$ cat src/rtl/dma_job_sched.sv
// rtl/dma_job_sched.sv - three-requester DMA job scheduler with 256-beat / 4 KB chunk splitting
//
// Accepts whole-job requests from three requesters (0 dat, 1 wt, 2 cfg), grants one at a time
// round-robin, and issues the job to the DMA as chunks that never exceed 256 beats and never
// cross a 4 KB boundary. Each chunk is watched by a timeout counter; an expired chunk aborts
// the job with req_err.
//
// Ports:
//   clk, rst_n                  clock, synchronous active-low reset
//   req_vld[2:0]                job request per requester
//   req_addr[95:0]              job byte address, 32 bits per requester
//   req_size[47:0]              job beats minus 1, 16 bits per requester
//   req_rdy[2:0]                job-accept pulse (combinational in IDLE)
//   req_done[2:0], req_err      job-complete pulse, err = aborted on timeout
//   dma_start                   chunk start pulse
//   dma_src_addr, dma_size      chunk byte address, chunk beats minus 1
//   dma_dat_en/wt_en/cfg_en     one-hot routing select for the active requester
//   dma_done                    last beat of the current chunk accepted
//   busy, cur_req               not idle, index of the active requester
module dma_job_sched #(
  parameter int C_AXI_DATA_WIDTH = 32,
  parameter int TIMEOUT          = 65535
) (
  input  logic        clk,
  input  logic        rst_n,
  input  logic [2:0]  req_vld,
  input  logic [95:0] req_addr,
  input  logic [47:0] req_size,
  output logic [2:0]  req_rdy,
  output logic [2:0]  req_done,
  output logic        req_err,
  output logic        dma_start,
  output logic [31:0] dma_src_addr,
  output logic [15:0] dma_size,
  output logic        dma_dat_en,
  output logic        dma_wt_en,
  output logic        dma_cfg_en,
  input  logic        dma_done,
  output logic        busy,
  output logic [1:0]  cur_req
);

  localparam int BPB = C_AXI_DATA_WIDTH / 8;
  localparam int TW  = $clog2(TIMEOUT + 1);

  typedef enum logic [1:0] {
    IDLE  = 2'd0,
    START = 2'd1,
    WAIT  = 2'd2
  } state_t;

  state_t        state, state_nxt;
  logic [1:0]    last_grant;
  logic [1:0]    cur_req_q;
  logic [31:0]   cur_addr;
  logic [16:0]   rem;        // remaining beats minus 1; 17 bits so rem+1 never wraps
  logic [TW-1:0] tcnt;

  // Round-robin search order, starting one past the last grant.
  logic [1:0] rr0, rr1, rr2;
  logic [1:0] gnt_idx;
  logic       gnt_any;

  always_comb begin
    rr0     = (last_grant >= 2'd2) ? 2'd0 : last_grant + 2'd1;
    rr1     = (rr0 == 2'd2) ? 2'd0 : rr0 + 2'd1;
    rr2     = (rr1 == 2'd2) ? 2'd0 : rr1 + 2'd1;
    gnt_any = |req_vld;
    if (req_vld[rr0])      gnt_idx = rr0;
    else if (req_vld[rr1]) gnt_idx = rr1;
    else                   gnt_idx = rr2;
  end

  // Chunk length: limited by what is left, the 256-beat cap and the beats to the next 4 KB line.
  logic [16:0] rem_p1;
  logic [16:0] b4k;
  logic [16:0] clen;
  logic        chunk_last;
  logic        timed_out;

  always_comb begin
    rem_p1 = rem + 17'd1;
    b4k    = 17'((32'd4096 - {20'd0, cur_addr[11:0]}) / BPB);
    clen   = rem_p1;
    if (clen > 17'd256) clen = 17'd256;
    if (clen > b4k)     clen = b4k;
    chunk_last = (rem_p1 == clen);
    timed_out  = (tcnt == TW'(TIMEOUT));
  end

  always_ff @(posedge clk) begin
    if (!rst_n) begin
      state      <= IDLE;
      last_grant <= 2'd2;
      cur_req_q  <= 2'd0;
      cur_addr   <= 32'd0;
      rem        <= 17'd0;
      tcnt       <= '0;
    end else begin
      state <= state_nxt;
      case (state)
        IDLE: begin
          if (gnt_any) begin
            cur_addr   <= req_addr[32*gnt_idx +: 32];
            rem        <= {1'b0, req_size[16*gnt_idx +: 16]};
            cur_req_q  <= gnt_idx;
            last_grant <= gnt_idx;
          end
        end
        START: tcnt <= '0;
        WAIT: begin
          tcnt <= tcnt + 1'b1;
          if (dma_done && !chunk_last) begin
            rem      <= rem - clen;
            cur_addr <= cur_addr + 32'(clen) * 32'(BPB);
          end
        end
        default: ;
      endcase
    end
  end

  // Pulses are also forced low while rst_n is asserted so a job in flight never reports done.
  always_comb begin
    state_nxt = state;
    req_rdy   = 3'b000;
    req_done  = 3'b000;
    req_err   = 1'b0;
    dma_start = 1'b0;
    case (state)
      IDLE: begin
        if (gnt_any) begin
          req_rdy   = 3'b001 << gnt_idx;
          state_nxt = START;
        end
      end
      START: begin
        dma_start = 1'b1;
        state_nxt = WAIT;
      end
      WAIT: begin
        // dma_done takes priority over a coincident timeout.
        if (dma_done) begin
          if (chunk_last) begin
            req_done  = 3'b001 << cur_req_q;
            state_nxt = IDLE;
          end else begin
            state_nxt = START;
          end
        end else if (timed_out) begin
          req_done  = 3'b001 << cur_req_q;
          req_err   = 1'b1;
          state_nxt = IDLE;
        end
      end
      default: state_nxt = IDLE;
    endcase
    if (!rst_n) begin
      req_rdy   = 3'b000;
      req_done  = 3'b000;
      req_err   = 1'b0;
      dma_start = 1'b0;
    end
  end

  // Chunk descriptor is derived from cur_addr/rem, which only move on WAIT->START,
  // so it is stable from START until the next START.
  assign busy         = (state != IDLE);
  assign dma_src_addr = busy ? cur_addr : 32'd0;
  assign dma_size     = busy ? 16'(clen - 17'd1) : 16'd0;
  assign {dma_cfg_en, dma_wt_en, dma_dat_en} = busy ? (3'b001 << cur_req_q) : 3'b000;
  assign cur_req      = cur_req_q;

endmodule

$ cat config.mk
export PLATFORM = sky130hd
export DESIGN_NAME = dma_job_sched
export DESIGN_NICKNAME = d
export VERILOG_FILES = /design/src/rtl/dma_job_sched.sv
export SDC_FILE = /design/constraint.sdc
export NUM_CORES = 1
export LEC_CHECK = 0
export BUFFER_PORTS_ARGS = -buffer_cell sky130_fd_sc_hd__buf_4
export CELL_PAD_IN_SITES_DETAIL_PLACEMENT = 1
export CELL_PAD_IN_SITES_GLOBAL_PLACEMENT = 1
export CORE_AREA = 5 5 148 150
export DETAILED_ROUTE_END_ITERATION = 6
export DIE_AREA = 0 0 153 155
export GPL_TIMING_DRIVEN = 1
export PLACE_DENSITY = 0.81
export SETUP_SLACK_MARGIN = 0.4
export SYNTH_ARGS = -nofsm -noshare
export SYNTH_HDL_FRONTEND = slang
export SYNTH_SLANG_ARGS = --single-unit
$ cat constraint.sdc
create_clock -name clk -period 7.1 [get_ports clk]
set_input_delay 1.065 -clock clk [delete_from_list [all_inputs] [get_ports clk]]
set_output_delay 1.065 -clock clk [all_outputs]
set_load 0.02 [all_outputs]
After elaboration in Yosys (flattened, before gate mapping)
Cells that the tools add are included.
- input bits: 150
- logic and storage cells: 83
- memory bits (read-only): 0
- bits in latches: 0
- register bits after elaboration: 71
- output and inout bits: 62
- memories kept: 0
- memory bits (writable): 0
- shifts and indexed selects: 4
- magnitude comparators: 5
- divide/modulo/power cells: 0
- multiplexer cells: 40
- multiply operators: 0
- equality and inequality tests: 9
- reduce and logical (&&, ||, !) cells: 10
- add/sub/neg operators: 9
- bitwise gates (word level): 0
- operators by type and width (operator ; count):
    2-to-1 mux 32 bit ; 3
    indexed part select 96 x 8 -> 32 bit ; 1
    2-to-1 mux 17 bit ; 4
    case mux 32 bit (2 select lines) ; 1
    indexed part select 48 x 7 -> 16 bit ; 1
    case mux 17 bit (2 select lines) ; 1
    adder 32 x 19 -> 32 bit ; 1
    case mux 16 bit (2 select lines) ; 1
    2-to-1 mux 3 bit ; 9
    adder 17 x 1 -> 17 bit, second input constant ; 1
    equality test 17 bit ; 1
    greater-than comparator 17 bit ; 1
    greater-than comparator 17 x 9 -> 1 bit, second input constant ; 1
    subtractor 17 bit ; 1
    adder 16 x 1 -> 16 bit, second input constant ; 1
    equality test 16 bit, second input constant ; 1
    2-to-1 mux 16 bit ; 1
    2-to-1 mux 2 bit ; 8
    subtractor 16 x 1 -> 16 bit, second input constant ; 1
    subtractor 13 x 12 -> 14 bit, first input constant ; 1
    2-to-1 mux 1 bit ; 9
    adder 2 x 1 -> 2 bit, second input constant ; 3
    equality test 2 bit, second input constant ; 3
    less-than comparator 2 x 3 -> 1 bit, second input constant ; 2
    other kinds (14) ; 20

Depth between registers and ports, before layout
- depth in word-level cells: 12
- depth in mapped cells: 29

Worst setup path before layout
No wires, ideal clock.
- kind: flip-flop to flip-flop
- from: register rem[1]
- to: register cur_addr[22]
- clock period less this slack: 6416 ps
- required time: 7042 ps
- slack: 684 ps
- stages on the path, launching flop included: 27
- data arrival time: 6359 ps
- path through: dfxtp_1 > ha_1 > clkbuf_1 > inv_1 > or4_1 > nor4b_2 > o211a_4 > nand3_1 > nor2_1 > ha_1 > a211o_1 > o22a_1 > o21ai_1 > clkbuf_1 > nand4_2 > o22ai_1 > ha_1 > nor2b_1 > o21a_1 > o21ai_0 > a211oi_1 > or3_1 > a31oi_1 > nor2_1 > a41o_1 > a21oi_2 > o21a_1
- longest elaborated chain between the ends: 10
- elaborated cells between the ends (all ways): 13
- those cells by class: add/sub: 2; order compare: 2; eq/ne: 2; mux: 4; reduce/logical: 3
- RTL lines (what ; line ; RTL):
    start: declaration ; 56 ; logic [16:0] rem;
    start signal: assignment ; 105 ; rem <= {1'b0, req_size[16*gnt_idx +: 16]};
    start signal: assignment ; 114 ; rem <= rem - clen;
    adder 17 x 1 -> 17 bit * ; 82 ; rem_p1 = rem + 17'd1;
    branches (longest 9 deep; another with adder 32 x 19 -> 32 bit) ; n/a ;
    end signal: assignment ; 104 ; cur_addr <= req_addr[32*gnt_idx +: 32];
    end signal: assignment ; 115 ; cur_addr <= cur_addr + 32'(clen) * 32'(BPB);
    end: declaration ; 55 ; logic [31:0] cur_addr;
Mark *: on every way between the ends. The select of a mux whose other input is x is not followed.
A chain may end at the register's enable or synchronous reset.

Worst setup path in the final report
Ends and elaborated chain as after synthesis.

==> flow_metrics.py <==
metrics = {
    "global_routing": {
        "grt-ovfl-total": 0,
        "grt_pass1_wl_um": 46800,
        "grt_pass1_vias": 8872,
        "grt_max_degree": 60,
        "grt_util_all_layers": 0.240,
        "antenna_found_initial": 0,
    },
    "drt": {
        "drcViolationCount": 0,
        "vias_per_cell": 5.64,
        "drt-total-wl_um": 29300,
        "vias": 8567,
        "drt_iter0_markers": 504,
        "dr.pass1.iters": 5,
        "wire_per_inst_um": 19.3,
        "ant_nets": 0,
    },
    "yosys": {
        "synth-main-ff-cell": "dfxtp_1",
        "synth-async-reset-ratio": 0,
        "yosys.area.top_type": "dfxtp_1",
        "ys_ff_latch": 70,
        "synth_fa_ha_area_frac": 0.0883,
        "ys_seq_area_frac": 0.179,
        "yosysMostFrequentCell": "nor2_1",
        "synth_top_cells_by_count": "149 x nor2_1, 75 x a21oi_1, 71 x nand2_1, 70 x dfxtp_1, 54 x mux2i_1",
        "synthTopCellsByArea": "dfxtp_1 18%, ha_1 8.3%, nor2_1 7.1%, mux2i_1 6.9%, xnor2_1 5.5%",
        "syn-mean-instance-area_um2": 7.42,
        "synth-edff-count": 0,
        "synth_xor_area_frac": 0.0817,
        "synth_area_um2": 7820,
        "synthMuxAreaShare": 0.0705,
        "yosys_warnings": 0,
        "synthCells": 1054,
        "synth-simple-area-share": 0.239,
        "yosysUniqueCellTypes": 79,
        "synth_compound_area_frac": 0.280,
        "synth_top_area_share": 0.179,
        "synth_top_family_by_area": "compound AO/OA/AOI/OAI gates",
    },
    "power": {
        "ir_worst_vdd_mv": 0.155,
        "p_leak_nw": 4.27,
        "power_density_nw_per_um2": 505,
    },
    "outcome": {
        "status": "finished, final reports clean",
    },
    "setup_path": {
        "crit_family": "simple AND/OR/NAND/NOR gates",
        "crit_top_cell": "ha_1",
        "r2r_cells": 25,
        "worstSetupPathType": "reg2reg",
        "end_kind": "flop",
        "r2r_slack_ps": 760,
        "slowest_delay_ps": 570,
        "crit_buf_inv": 3,
        "slowest_stage": "or4_1",
        "r2r-end": "cur_addr[22]$_SDFFE_PN0P_",
        "r2r_start": "rem[1]$_SDFFE_PN0P_",
        "worstPathMaxFanout": 15,
        "cp-start-kind": "flop",
        "arrival_ps": 6630,
        "crit_required_ps": 7400,
    },
    "cts": {
        "cts_sinks": 70,
        "clk_latency_ps": 350,
        "root_buffer": "clkbuf_16",
        "clockBufferDepth": 2,
        "path_clk_slew_ps": 60,
        "cts_tree": "built",
        "h-tree-depth": 3,
        "numCtsBuffers": 9,
    },
    "timing": {
        "timing.fmax_ghz": 0.158,
        "min_period_over_period": 0.892,
        "hold_viol": 0,
        "setup_viol": 0,
        "tightest_slew_ps": 1160,
        "tns_ps": 0,
        "finalCriticalPeriod_ps": 6340,
        "finClkSkew_ps": 4.83,
        "rsz0062_at_grt": "no",
        "hold_ws_ps": 485,
        "slew-limit-headroom": 0.228,
        "finalMaxSlewViolations": 0,
    },
    "place": {
        "dp_hpwl_um": 22900,
        "gp_congestion": 0.945,
        "port-buffer-count": 211,
        "placed_cells": 1502,
    },
    "layout": {
        "n_antenna_cell": 0,
        "areaGrowthSynthToFinish_pct": 28.3,
        "drive_above_1_share": 0.260,
        "stdcell_count": 1519,
        "nFillCells": 2610,
        "nets": 1443,
    },
    "floorplanning": {
        "dieWidth_um": 153,
        "rows": 53,
        "die_h_um": 155,
        "start_util": 0.381,
        "die_area_um2": 23700,
        "coreArea_um2": 20600,
        "ios": 212,
    },
    "worst_hold_path": {
        "worstHoldPathCells": 2,
        "holdCritPathClass": "reg2reg",
        "min-delay-start": "cur_addr[16]$_SDFFE_PN0P_",
        "hold_path_end": "cur_addr[16]$_SDFFE_PN0P_",
    },
    "flow_run": {
        "cap_violations": 0,
    },
}
power breakdown:
group          total, W  internal [W]  leakage (nW)  switching (W)
Clock          0.000453      0.000257         0.131       0.000196
Sequential     0.000775      0.000536         0.579       0.000239
Combinational   0.00384       0.00155          3.56        0.00229
cell families (layout without fill, tap and decap cells):
logic type / Yosys count / in the layout
AND/OR/NAND/NOR: 382 / 382
AO/OA/AOI/OAI: 307 / 307
buffers and inverters: 111 / 290
XOR/XNOR: 73 / 73
flip-flops: 70 / 70
multiplexers: 55 / 55
adder cells (fa/ha/maj): 54 / 54
other: 2 / 13
state kept, by name, summed over array words and instances (netlist names):
register / flops
last_grant: 2
cur_addr: 32
tcnt: 16
state: 2
cur_req: 1
rem: 17
metrics by stage:
stage,area (µm²),setup WS [ps],total power [W],utilization
2_1_floorplan,7860,684,0.00340,-
3_5_place_dp,9670,428,0.00450,0.470
5_1_grt,10000,380,0.00546,0.488
4_1_cts,9970,406,0.00499,0.485
3_3_place_gp,9670,733,0.00443,0.470
6_report,10000,765,0.00507,0.488
worst max-delay path by stage:
stage | startpoint | to | slack, ps | depth (start not counted)
2_1_floorplan | rem[1]$_SDFFE_PN0P_ | cur_addr[22]$_SDFFE_PN0P_ | 680 | 26
3_3_place_gp | rem[4]$_SDFFE_PN0P_ | cur_addr[28]$_SDFFE_PN0P_ | 730 | 24
3_5_place_dp | rem[1]$_SDFFE_PN0P_ | rem[16]$_SDFFE_PN0P_ | 430 | 25
4_1_cts | rem[1]$_SDFFE_PN0P_ | req_done[1] | 410 | 19
5_1_grt | rem[2]$_SDFFE_PN0P_ | req_done[1] | 380 | 20
6_report | rem[1]$_SDFFE_PN0P_ | cur_addr[22]$_SDFFE_PN0P_ | 760 | 25
worst min-delay path: stages (launching register included):
cell     delay, ps
dfxtp_1        330
nand2_1         60
o21ai_1         50
cell usage in the layout (no fill, tap or decap), types with 9 or more instances in the layout:
master / synthesis / routed
buf_4: 3 / 231
nor2_1: 149 / 148
a21oi_1: 75 / 75
nand2_1: 71 / 70
dfxtp_1: 70 / 63
mux2i_1: 54 / 54
ha_1: 52 / 50
xnor2_1: 49 / 49
inv_1: 41 / 41
a211oi_1: 40 / 40
o21ai_0: 39 / 37
nor2b_1: 33 / 33
a211oi_2: 31 / 31
nor3_1: 29 / 28
xor2_1: 24 / 24
nand3_1: 21 / 20
nand4_1: 14 / 14
a21o_1: 13 / 13
conb_1: 2 / 13
and3_1: 12 / 12
o211ai_1: 11 / 11
o22ai_1: 14 / 11
a31oi_1: 12 / 10
nor4_1: 9 / 9
clkbuf_16: 0 / 9
metal layers:
layer,track usage,wire length [µm]
met1,0.307,12900
met3,0.0412,1630
met2,0.421,14300
met5,0,0
met4,0.0602,521
timing repair:
item	in CTS	in global routing
setup buffers	0	1
pin swaps	0	1
hold buffers	0	0
resized for setup	2	19
endpoints found under the setup margin	5	22
cell type report:
class | count | area [µm²] | area share
Sequential cell | 70 | 1410 | 0.141
Timing Repair Buffer | 231 | 1730 | 0.173
Inverter | 43 | 161 | 0.0161
Clock buffer | 12 | 256 | 0.0256
Clock inverter | 4 | 31.3 | 0.00312
Multi-Input combinational cell | 884 | 6100 | 0.608
Tap cell | 275 | 344 | 0.0343
Note: power is estimated with default switching activity, not from simulation.
